--- src/rtl/oe_sort8.sv ---
// Snapshots eight DW-bit elements on start and sorts them in place with an
// odd-even transposition network, one compare/swap phase per clock.
module oe_sort8 #(
    parameter int DW      = 4,
    parameter bit DESCEND = 1'b0
) (
    input  logic          clk,
    input  logic          rst,
    input  logic          start,
    input  logic [DW-1:0] in0,
    input  logic [DW-1:0] in1,
    input  logic [DW-1:0] in2,
    input  logic [DW-1:0] in3,
    input  logic [DW-1:0] in4,
    input  logic [DW-1:0] in5,
    input  logic [DW-1:0] in6,
    input  logic [DW-1:0] in7,
    output logic          busy,
    output logic          done,
    output logic [DW-1:0] s0,
    output logic [DW-1:0] s1,
    output logic [DW-1:0] s2,
    output logic [DW-1:0] s3,
    output logic [DW-1:0] s4,
    output logic [DW-1:0] s5,
    output logic [DW-1:0] s6,
    output logic [DW-1:0] s7
);

    typedef enum logic {IDLE, SORT} state_t;

    state_t        state, state_n;
    logic [2:0]    cnt, cnt_n;
    logic          busy_n, done_n;
    logic [DW-1:0] s_r [8];
    logic [DW-1:0] s_n [8];

    // Strict inequality only: equal elements never move.
    function automatic logic out_of_order(input logic [DW-1:0] lo, input logic [DW-1:0] hi);
        return DESCEND ? (lo < hi) : (lo > hi);
    endfunction

    always_comb begin
        state_n = state;
        cnt_n   = cnt;
        busy_n  = busy;
        done_n  = 1'b0;
        for (int i = 0; i < 8; i++) s_n[i] = s_r[i];

        case (state)
            IDLE: begin
                if (start) begin
                    state_n = SORT;
                    cnt_n   = 3'd0;
                    busy_n  = 1'b1;
                    s_n[0]  = in0;
                    s_n[1]  = in1;
                    s_n[2]  = in2;
                    s_n[3]  = in3;
                    s_n[4]  = in4;
                    s_n[5]  = in5;
                    s_n[6]  = in6;
                    s_n[7]  = in7;
                end
            end
            SORT: begin
                // Even phases pair (0,1)..(6,7); odd phases pair (1,2)..(5,6).
                for (int i = 0; i < 7; i++) begin
                    if ((i[0] == cnt[0]) && out_of_order(s_r[i], s_r[i+1])) begin
                        s_n[i]   = s_r[i+1];
                        s_n[i+1] = s_r[i];
                    end
                end
                cnt_n = cnt + 3'd1;
                if (cnt == 3'd7) begin
                    state_n = IDLE;
                    busy_n  = 1'b0;
                    done_n  = 1'b1;
                end
            end
        endcase
    end

    always_ff @(posedge clk) begin
        if (rst) begin
            state <= IDLE;
            cnt   <= 3'd0;
            busy  <= 1'b0;
            done  <= 1'b0;
            for (int i = 0; i < 8; i++) s_r[i] <= '0;
        end else begin
            state <= state_n;
            cnt   <= cnt_n;
            busy  <= busy_n;
            done  <= done_n;
            for (int i = 0; i < 8; i++) s_r[i] <= s_n[i];
        end
    end

    assign s0 = s_r[0];
    assign s1 = s_r[1];
    assign s2 = s_r[2];
    assign s3 = s_r[3];
    assign s4 = s_r[4];
    assign s5 = s_r[5];
    assign s6 = s_r[6];
    assign s7 = s_r[7];

endmodule

--- config.mk ---
export PLATFORM = sky130hd
export DESIGN_NAME = oe_sort8
export DESIGN_NICKNAME = d
export VERILOG_FILES = /design/src/rtl/oe_sort8.sv
export SDC_FILE = /design/constraint.sdc
export NUM_CORES = 1
export LEC_CHECK = 0
export CORE_MARGIN = 1
export CORE_UTILIZATION = 40
export CTS_CLUSTER_SIZE = 25
export DETAILED_ROUTE_END_ITERATION = 16
export PLACE_DENSITY = 0.67
export SETUP_SLACK_MARGIN = 0.1
export SLEW_MARGIN = 20
export SYNTH_ARGS = -nofsm -noshare
export SYNTH_HDL_FRONTEND = slang
export SYNTH_SLANG_ARGS = --single-unit
export TNS_END_PERCENT = 10
--- constraint.sdc ---
create_clock -name clk -period 3.2 [get_ports clk]
set_input_delay 0.8 -clock clk [delete_from_list [all_inputs] [get_ports clk]]
set_output_delay 0.8 -clock clk [all_outputs]
set_load 0.01 [all_outputs]
* Word level (Yosys, flattened, before mapping)
Memories as Yosys holds them, arrays and structs flattened.
Cells that the tools add are included.
** Storage, ports and cells
- Flip-flop bits (word level) :: 6
- Bits in writable memories :: 32
- Output and inout bits :: 34
- Logic and storage cells :: 66
- Memories kept :: 1
** Memories
- s_r :: depth 8, bits a word 4, rd ports 8, clocked after memory_dff 0, write ports 8, line 35 : logic [DW-1:0] s_r [8];
** Cells by class
- Add/sub/neg operators :: 1
- Magnitude comparators :: 7
- Equal/unequal tests :: 3
- Mux-type cells :: 31
- Bitwise operators :: 10
- Reductions and logical operators :: 9
** Operators with widths (count)
- 8-bit 2-to-1 mux :: 9
- 32-bit one-hot mux with 2 select lines :: 1
- 32-bit 2-to-1 mux :: 1
- 4-bit 2-to-1 mux :: 8
- 4-bit greater-than comparator :: 7
- 1-bit 2-to-1 mux :: 8
- 1-bit OR :: 8
- 1-bit logical AND :: 7
- 3-bit one-hot mux with 2 select lines :: 1
- 1-bit one-hot mux with 2 select lines :: 2
- 3-bit by 1-bit adder with 3-bit output, second input constant :: 1
- 3-bit == test, second input constant :: 1
- 3-bit 2-to-1 mux :: 1
- 2-bit by 1-bit inequality test with 1-bit output, second input constant :: 1
- 2-bit inequality test, second input constant :: 1
- 1-bit NOT :: 2
- 2-bit AND reduction :: 1
- 2-bit OR reduction :: 1

* Logic depth before layout (Yosys ltp)
Gate-level depths: netlist (run 1).
- Depth in word-level cells :: 13
- Gate-level depth with buffers :: 8
- Gate-level depth less buffers :: 7

* Worst setup path before layout (run 1)
No wires, ideal clock.
- Path kind :: register to register
- From :: mem s_r[2][3] (netlist: s_r[0][11])
- To :: mem s_r[1][0] (netlist: s_r[0][4])
- Setup time :: 0.087 ns
- Arrival :: 1.957 ns
- Slack :: 1.156 ns
- Stages on the path, launching flop included :: 8
- Path buffers :: 0
- Cell sequence :: dfxtp_1 inv_1 ha_1 and4b_1 a211oi_2 nor3_1 or4_1 o31ai_1
** RTL lines (line)
- start, declared :: 35

==> impl_metrics.tcl, run 1 <==
set metrics [dict create \
    worstSetupPathType "in -> reg" \
    synthMuxAreaShare_pct 2.86 \
    track_usage_pct 23.0 \
    hold_viol_final 0 \
    required_ns 3.41 \
    endpoint "s_r[0][4]" \
    cts_tree "yes" \
    synth_edf_count 0 \
    endpoint_kind "flip-flop" \
    drive_above_1_share_pct 7.16 \
    layout.nets 455 \
    finish.utilization_pct 54.1 \
    ys_seq_elements 38 \
    pre_cts_ws_ns 0.478 \
    antenna_cells 0 \
    hold_class "reg -> reg" \
    final.setup_skew_ns 0.00733 \
    htree_levels 2 \
    synthSimpleGateAreaFrac_pct 13.9 \
    slowest_stage "a31oi_2" \
    worstMarginPinSlew_ns 0.717 \
    status "complete, no violations" \
    die_h_um 85.6 \
    clock_latency_ns 0.29 \
    r2r-start "state" \
    synth_fa_ha_area_share_pct 13.4 \
    synthArstFlopShare_pct 0 \
    syn-instance-count 330 \
    cts_resized 0 \
    placed_cells 463 \
    synth_compound_area_share_pct 33.9 \
    ys.flop_type "dfxtp_1" \
    rows 30 \
    drtIter0Drc 263 \
    grt_max_degree 22 \
    hpwl_um 6000 \
    synth.distinct_cells 52 \
    ir_drop_mv 0.285 \
    via_count 2909 \
    power_density_nw_per_um2 605 \
    fp.dieArea_sq_um 7330 \
    cts_buffer_depth 2 \
    antenna_found_initial 0 \
    startpoint "start" \
    stdcell_count 471 \
    drc 0 \
    die_w_um 85.6 \
    rsz0062_at_grt "false" \
    numCtsBuffers 5 \
    fin_ws_ns 0.781 \
    core_sq_um 6760 \
    synth-xor-area-share_pct 0 \
    yosys_warnings 0 \
    min_delay_path_depth 2 \
    netlist_area_sq_um 2800 \
    drt_first_pass_iters 5 \
    clock.fmax_mhz 413 \
    p_leak_nw 1.41 \
    crit_arrival_ns 2.63 \
    io_pins 69 \
    syn2layout_area_growth_pct 30.5 \
    fillers 638 \
    reg2reg_to "s_r[0][25]" \
    ant_nets 0 \
    gp_congestion 0.862 \
    period_share_pct 75.6 \
    cp_max_fo 13 \
    root_buffer "clkbuf_8" \
    wire_per_inst_um 17.5 \
    synth_top_family_by_area "compound AO/OA/AOI/OAI gates" \
    start_kind "primary input" \
    maxCapViolCount 0 \
    vias_per_cell 6.18 \
    reg2reg_depth 5 \
    portBuffers 68 \
    cts.sinks 38 \
    tns_ns 0 \
    drv_slew 0 \
    grt_pass1_vias 2822 \
    hold_buffers 0 \
    cpPeakStageDelay_ns 0.50 \
    period_minus_slack_ns 2.42 \
    seq_area_frac_synth_pct 27.2 \
    cts_setup_buffers 0 \
    grt_overflow 0 \
    multiInputGateArea_sq_um 1790 \
    slew_headroom_pct 52.0 \
    syn_nets 395 \
    routed_wl_um 8230 \
    avgSynthCellArea_sq_um 8.48 \
    path_clk_slew_ns 0.09 \
    regArea_sq_um 761 \
    start_util_pct 41.4 \
    r2r_slack_ns 0.80 \
    grt_pass1_wl_um 13600 \
    cp_cell_sequence "clkdlybuf4s50_1 -> nor2b_4 -> nor2_2 -> a31oi_2 -> o21ai_1 -> o31ai_1" \
    setup_viol 0 \
]
final cells by class:
type / instances / share of cell area [%]
flip-flops and latches: 38 / 20.8
well taps: 80 / 2.74
clock inverters: 3 / 1.88
repair buffers: 74 / 19.9
multi-input cells: 235 / 49.1
clock buffers: 5 / 1.88
inverters: 36 / 3.70
synth_stat cells, types with 2 or more instances:
cell,number,share of area (%)
a211oi_1,8,2.1
a21o_1,3,0.80
a21oi_1,25,4.5
a21oi_2,2,0.63
a221oi_1,20,6.3
a221oi_2,4,2.1
a22oi_1,4,1.1
a31oi_1,2,0.45
a41oi_1,8,2.5
buf_1,2,0.27
buf_2,6,1.1
buf_6,3,1.2
clkbuf_1,10,1.3
dfxtp_1,38,27
ha_1,30,13
inv_1,36,4.8
mux2i_1,8,2.9
nand2_1,6,0.80
nand3_1,8,1.4
nand4_1,4,0.89
nor2_1,22,3.0
nor2b_1,5,1.1
nor3_1,14,2.5
nor3b_1,2,0.54
o211a_1,3,1.1
o211ai_1,5,1.3
o21a_1,3,0.80
o21ai_0,8,1.4
o21ai_1,2,0.36
o2bb2ai_1,4,1.3
o31ai_1,5,1.3
o32ai_1,2,0.63
o41ai_1,6,1.9
or4_1,4,1.1
worst min path at each step:
stage | startpoint | end | slack, ns
after floorplan | s_r[0][29] | s_r[0][29] | 0.52
after global placement | busy | busy | 0.48
after detailed placement | busy | busy | 0.49
after CTS | busy | busy | 0.51
after global routing | busy | busy | 0.55
final | busy | busy | 0.50
logic make-up after synthesis:
logic type               count (synthesis)
AO/OA/AOI/OAI                          123
adder cells (fa/ha/maj)                 30
buffers and inverters                   57
flip-flops                              38
multiplexers                             8
AND/OR/NAND/NOR                         74
metrics by stage:
stage	hold slack (ns)	power, W	cell area (sq um)
global placement	0.481	0.00168	3510
detailed placement	0.489	0.00170	3510
global route	0.552	0.00236	3650
CTS	0.509	0.00221	3650
finish	0.503	0.00221	3650
floorplan	0.516	0.00134	2800
power by group:
part | internal, W | leakage (nW) | switching (W)
clock network | 0.000313 | 0.0683 | 0.000190
logic | 0.000469 | 1.03 | 0.000537
registers | 0.000553 | 0.314 | 0.000146
total | 0.00134 | 1.41 | 0.000873
worst max-delay path, delay by kind of cell:
kind,cells,cell delay (ns)
and+or+nand+nor,2,0.31
AOI/OAI and AO/OA,3,1.04
buffers and inverters,1,0.48
flip-flops by register name (all words and copies together), names as in the netlist:
signal	cells
busy	1
done	1
state	1
cnt	3
s_r	32
routing by layer:
layer	global-route usage [%]	wire [um]	up-vias
li1	-	-	1401
met1	29.9	3600	1368
met2	39.3	3960	124
met3	3.08	527	16
met4	7.58	131	0
met5	0	0	-
layout by cell type (no fill, tap or decap), types with 3 or more instances in the layout:
cell / count
a211oi_1: 8
or4_1: 4
o41ai_1: 6
mux2i_1: 8
nor2b_1: 5
a21o_1: 3
clkbuf_8: 5
o31ai_1: 5
o21ai_0: 8
clkdlybuf4s50_1: 68
o21a_1: 3
inv_1: 36
nand2_1: 6
nor2_1: 22
a221oi_2: 4
nand3_1: 8
ha_1: 30
o211a_1: 3
buf_4: 6
nor3_1: 14
o211ai_1: 5
a22oi_1: 4
dfxtp_1: 38
nand4_1: 4
a221oi_1: 20
a21oi_1: 25
a41oi_1: 8
o2bb2ai_1: 4
Note: power is estimated with default switching activity, not from simulation.
==> run 2, diff against run 1 <==
- PLACE_DENSITY: 0.67 -> 0.7
- clock period: 3.2 -> 1.95 ns (I/O delays scaled with it)
==> run 2 against run 1 <==
Effect of this change:
- the run now ends with negative setup slack left
- flip-flop and latch count unchanged
- core utilization increased by 21 points
- total power grew 130%
- worst setup slack worse by 0.82 ns
- routed wire length rose by 34%
- sequential share of layout area decreased by 4.6 points
- first-iteration DRC count is 25% lower
- sequential power is 63% higher
- non-clock buffer count is 80 higher
- die area unchanged
- highest routed layer unchanged
==> impl_metrics.tcl, run 2 (synthesis gave the netlist of run 1 again) <==
set metrics [dict create \
    slowest_stage "or4_1" \
    violations "negative setup slack" \
    hold_viol_final 0 \
    layout_commonest_cell "buf_4" \
    layout_common_cells "buf_4, clkdlybuf4s50_1, inv_1" \
    rows 30 \
    fin_ws_ns -0.0432 \
    slew_headroom_pct 60.1 \
    reg2reg_depth 7 \
    antenna_cells 0 \
    status "finished, violations left" \
    pre_cts_ws_ns -0.153 \
    fp.dieArea_sq_um 7330 \
    power_density_nw_per_um2 983 \
    worstSetupPathType "reg -> reg" \
    drtIter0Drc 196 \
    vias_per_cell 6.11 \
    grt_max_degree 38 \
    cp.buffers_inverters 1 \
    maxCapViolCount 0 \
    start_util_pct 41.4 \
    core_sq_um 6760 \
    track_usage_pct 28.2 \
    min_delay_path_depth 2 \
    largest_register_ffs 32 \
    numCtsBuffers 5 \
    critPathTopFamily "simple AND/OR/NAND/NOR gates" \
    placed_cells 532 \
    gp_congestion 0.915 \
    hold_buffers 0 \
    clock_latency_ns 0.30 \
    clock.fmax_mhz 502 \
    regMostFlops "s_r" \
    routed_wl_um 11000 \
    drv_slew 0 \
    cp_cell_sequence "ha_4 -> and4b_1 -> a211oi_4 -> buf_4 -> nor3_4 -> or4_1 -> o31ai_2" \
    p_sw_w 0.00205 \
    wire_per_inst_um 20.0 \
    root_buffer "clkbuf_8" \
    grt_pass1_vias 3324 \
    period_minus_slack_ns 1.99 \
    period_share_pct 102 \
    cts_buffer_depth 2 \
    finish.utilization_pct 75.2 \
    hpwl_um 6800 \
    cpPeakStageDelay_ns 0.46 \
    start_kind "flip-flop" \
    drt_first_pass_iters 6 \
    grt_pass1_wl_um 16300 \
    setup_viol 5 \
    p_leak_nw 2.18 \
    die_w_um 85.6 \
    worstMarginPinSlew_ns 0.596 \
    htree_levels 2 \
    required_ns 2.16 \
    crit_cells 7 \
    grt_overflow 0 \
    final.setup_skew_ns 0.00656 \
    pwr-share-seq_pct 22.9 \
    via_count 3364 \
    swShare_pct 41.1 \
    stdcell_count 551 \
    clkPwrFrac_pct 14.2 \
    rsz0062_at_grt "true" \
    portBuffers 68 \
    path_clk_slew_ns 0.08 \
    syn2layout_area_growth_pct 81.6 \
    cts.sinks 38 \
    ant_nets 0 \
    crit_arrival_ns 2.20 \
    layout.nets 536 \
    antenna_found_initial 0 \
    hold_class "reg -> reg" \
    total_power_w 0.00499 \
    cts_tree "yes" \
    cp_max_fo 5 \
    die_h_um 85.6 \
    top_regs "s_r x32, cnt x3" \
    ir_drop_mv 0.586 \
    drc 0 \
    p_int_w 0.00294 \
    combPwrFrac_pct 62.8 \
    drive_above_1_share_pct 46.3 \
    endpoint_kind "flip-flop" \
    io_pins 69 \
]
run 2: area by class of cell:
| type | count | area (sq um) |
|---|---|---|
| fillers | 460 | 1680 |
| flip-flops and latches | 38 | 826 |
| repair buffers | 154 | 1400 |
| clock buffers | 6 | 82.6 |
| clock inverters | 1 | 30.0 |
| multi-input cells | 236 | 2490 |
| well taps | 80 | 100 |
| inverters | 36 | 143 |
run 2: worst reg2reg max path, stage by stage, from the launching register on:
cell and delay (ns):
dfxtp_4 0.38, ha_4 0.26, and4b_1 0.23, a211oi_4 0.26, buf_4 0.17, nor3_4 0.05
or4_1 0.46, o31ai_2 0.09
run 2: power groups by stage:
stage,Combinational [W],Sequential (W),Clock [W]
3_3_place_gp,0.00219,0.00108,0
3_5_place_dp,0.00224,0.00108,0
5_1_grt,0.00335,0.00116,0.000753
4_1_cts,0.00270,0.00110,0.000712
6_report,0.00314,0.00114,0.000711
2_1_floorplan,0.00112,0.00113,0
run 2: worst paths after layout:
path,start,slack (ns),end
min,busy,0.50,busy
min reg2reg,busy,0.50,busy
max,s_r[0][7],-0.04,s_r[0][5]
max reg2reg,s_r[0][7],-0.04,s_r[0][5]
run 2: through the flow:
step | instance area [sq um] | hold WS (ns) | setup TNS (ns)
floorplan | 2830 | 0.516 | 0
global placement | 4070 | 0.470 | -1.30
detailed placement | 4070 | 0.477 | -2.28
CTS | 4660 | 0.496 | 0
global route | 5080 | 0.536 | -0.827
finish | 5080 | 0.500 | -0.0676
run 2: repair_timing:
action	CTS	global route
buffers inserted	7	4
gates cloned	1	0
setup endpoints to repair	43	46
pin swaps	40	25
resized for setup	83	75
run 2: layer usage:
metal  vias to the layer above  part of all wire (%)  GRT usage (%)  wire (um)
met1                      1611                    38           34.1       4210
met3                        28                   6.6           4.43        733
met4                         0                   2.5           8.79        277
met5                         -                     0              0          0
li1                       1563                     -              -          -
met2                       162                    53           51.1       5820
==> run 3, diff against run 2 <==
- CTS_BUF_LIST: not set -> sky130_fd_sc_hd__clkbuf_16
- clock period: 1.95 -> 1.8 ns (I/O delays scaled with it)
==> run 3 against run 2 <==
Effect of this change:
- the flow still finishes with violations (negative setup slack)
- sequential share of layout area increased by 0.25 points
- clock power increased by 56%
- worst setup slack got worse by 0.24 ns
- die area unchanged
- routed wire length increased by 2.2%
- non-clock buffer count increased by 27
- clock skew decreased by 0.0037 ns
- largest cell class unchanged
- cell count increased by 5.1%
- global-route usage increased by 2.0 points
- cell area decreased by 1.8%
- core utilization decreased by 1.4 points
- combinational power increased by 7.3%
==> impl_metrics.tcl, run 3 (synthesis gave the netlist of run 1 again) <==
set metrics [dict create \
    rows 30 \
    path_clk_slew_ns 0.06 \
    pwr-share-seq_pct 21.0 \
    hold_class "reg -> reg" \
    largest_register_ffs 32 \
    ant_nets 0 \
    grt_pass1_wl_um 17400 \
    root_buffer "clkbuf_16" \
    syn2layout_area_growth_pct 78.3 \
    track_usage_pct 30.2 \
    power_density_nw_per_um2 1130 \
    cts.sinks 38 \
    hold_viol_final 0 \
    start_kind "flip-flop" \
    required_ns 1.98 \
    p_leak_nw 2.19 \
    worstMarginPinSlew_ns 0.489 \
    maxCapViolCount 0 \
    grt_pass1_vias 3515 \
    drive_above_1_share_pct 44.3 \
    fin_ws_ns -0.288 \
    routed_wl_um 11300 \
    slew_headroom_pct 67.3 \
    startpoint "s_r[0][21]" \
    p_sw_w 0.00220 \
    layout.nets 563 \
    numCtsBuffers 5 \
    period_minus_slack_ns 2.09 \
    combPwrFrac_pct 59.5 \
    drv_slew 0 \
    fp.dieArea_sq_um 7330 \
    r2r-start "s_r[0][21]" \
    layout_common_cells "buf_4, clkdlybuf4s50_1, dlygate4sd2_1" \
    finish.utilization_pct 73.8 \
    layout_commonest_cell "buf_4" \
    p_int_w 0.00346 \
    use_met1_pct 36.2 \
    htree_levels 2 \
    endpoint_kind "flip-flop" \
    cts_tree "yes" \
    core_sq_um 6760 \
    clock.fmax_mhz 479 \
    gp_congestion 0.927 \
    period_share_pct 116 \
    io_pins 69 \
    hpwl_um 7440 \
    antenna_cells 0 \
    fillers 475 \
    vias_per_cell 6.09 \
    use_met3_pct 4.72 \
    final.setup_skew_ns 0.00287 \
    grt_overflow 0 \
    via_count 3527 \
    die_w_um 85.6 \
    ir_drop_mv 0.634 \
    clock_latency_ns 0.28 \
    rsz0062_at_grt "true" \
    clkPwrFrac_pct 19.6 \
    die_h_um 85.6 \
    worstHoldStart "busy" \
    portBuffers 68 \
    hold_buffers 0 \
    violations "negative setup slack" \
    cp_max_fo 4 \
    wire_per_inst_um 19.5 \
    cts_buffer_depth 2 \
    swShare_pct 38.9 \
    drtIter0Drc 261 \
    antenna_found_initial 0 \
    start_util_pct 41.4 \
    regMostFlops "s_r" \
    tns_ns -3.29 \
    global_route.usage.met2_pct 53.2 \
    setup_viol 27 \
    crit_arrival_ns 2.27 \
    drc 0 \
    worstSetupPathType "reg -> reg" \
    grt_max_degree 20 \
    top_regs "s_r x32, cnt x3" \
    busiest_layer "met2" \
    drt_first_pass_iters 5 \
    status "finished, violations left" \
]
## run 3: critical path, cell delays in order, from the launching register on
cell,delay [ns]
dfxtp_4,0.35
buf_6,0.13
ha_4,0.15
nor2_1,0.20
a21oi_2,0.11
o211ai_1,0.44
buf_4,0.22
o211ai_1,0.10
a221oi_1,0.28
## run 3: layout make-up
type	instances	area (sq um)	share of cell area (%)
clock buffers	6	150	3.01
repair buffers	181	1510	30.3
inverters	36	145	2.91
clock inverters	2	33.8	0.677
multi-input cells	236	2230	44.6
flip-flops and latches	38	823	16.5
well taps	80	100	2.01
## run 3: worst paths after layout
kind	cells after the start	to	slack, ns
max	8	s_r[0][27]	-0.29
min	2	busy	0.49
max reg2reg	8	s_r[0][27]	-0.29
min reg2reg	2	busy	0.49
## run 3: layer usage
| metal | wire (um) | vias to the layer above |
|---|---|---|
| li1 | - | 1620 |
| met1 | 4570 | 1670 |
| met2 | 5540 | 192 |
| met3 | 656 | 45 |
| met4 | 514 | 0 |
| met5 | 0 | - |
## run 3: power by group through the flow
| stage | sequential, W | combinational, W | clock (W) |
|---|---|---|---|
| after global routing | 0.00121 | 0.00359 | 0.00115 |
| after CTS | 0.00117 | 0.00308 | 0.00110 |
| after detailed placement | 0.00117 | 0.00276 | 0 |
| after floorplan | 0.00126 | 0.00128 | 0 |
| final | 0.00119 | 0.00337 | 0.00111 |
| after global placement | 0.00116 | 0.00267 | 0 |
## run 3: timing repair
item                                    4_1_cts  5_1_grt
pin swaps                                    18       18
cloned                                        1        0
gates resized for setup                      82       32
endpoints found under the hold margin         0        0
setup buffers                                 8        2
endpoints found under the setup margin       63       33
## run 3: metrics by stage
step	hold slack, ns	power [W]	setup WS [ns]	cell area, sq um	instances
floorplan	0.486	0.00254	-0.0236	2940	330
global placement	0.471	0.00383	-0.176	4380	560
detailed placement	0.483	0.00393	-0.261	4380	560
CTS	0.497	0.00535	-0.162	4820	577
global route	0.521	0.00595	-0.363	4990	579
finish	0.487	0.00566	-0.288	4990	579
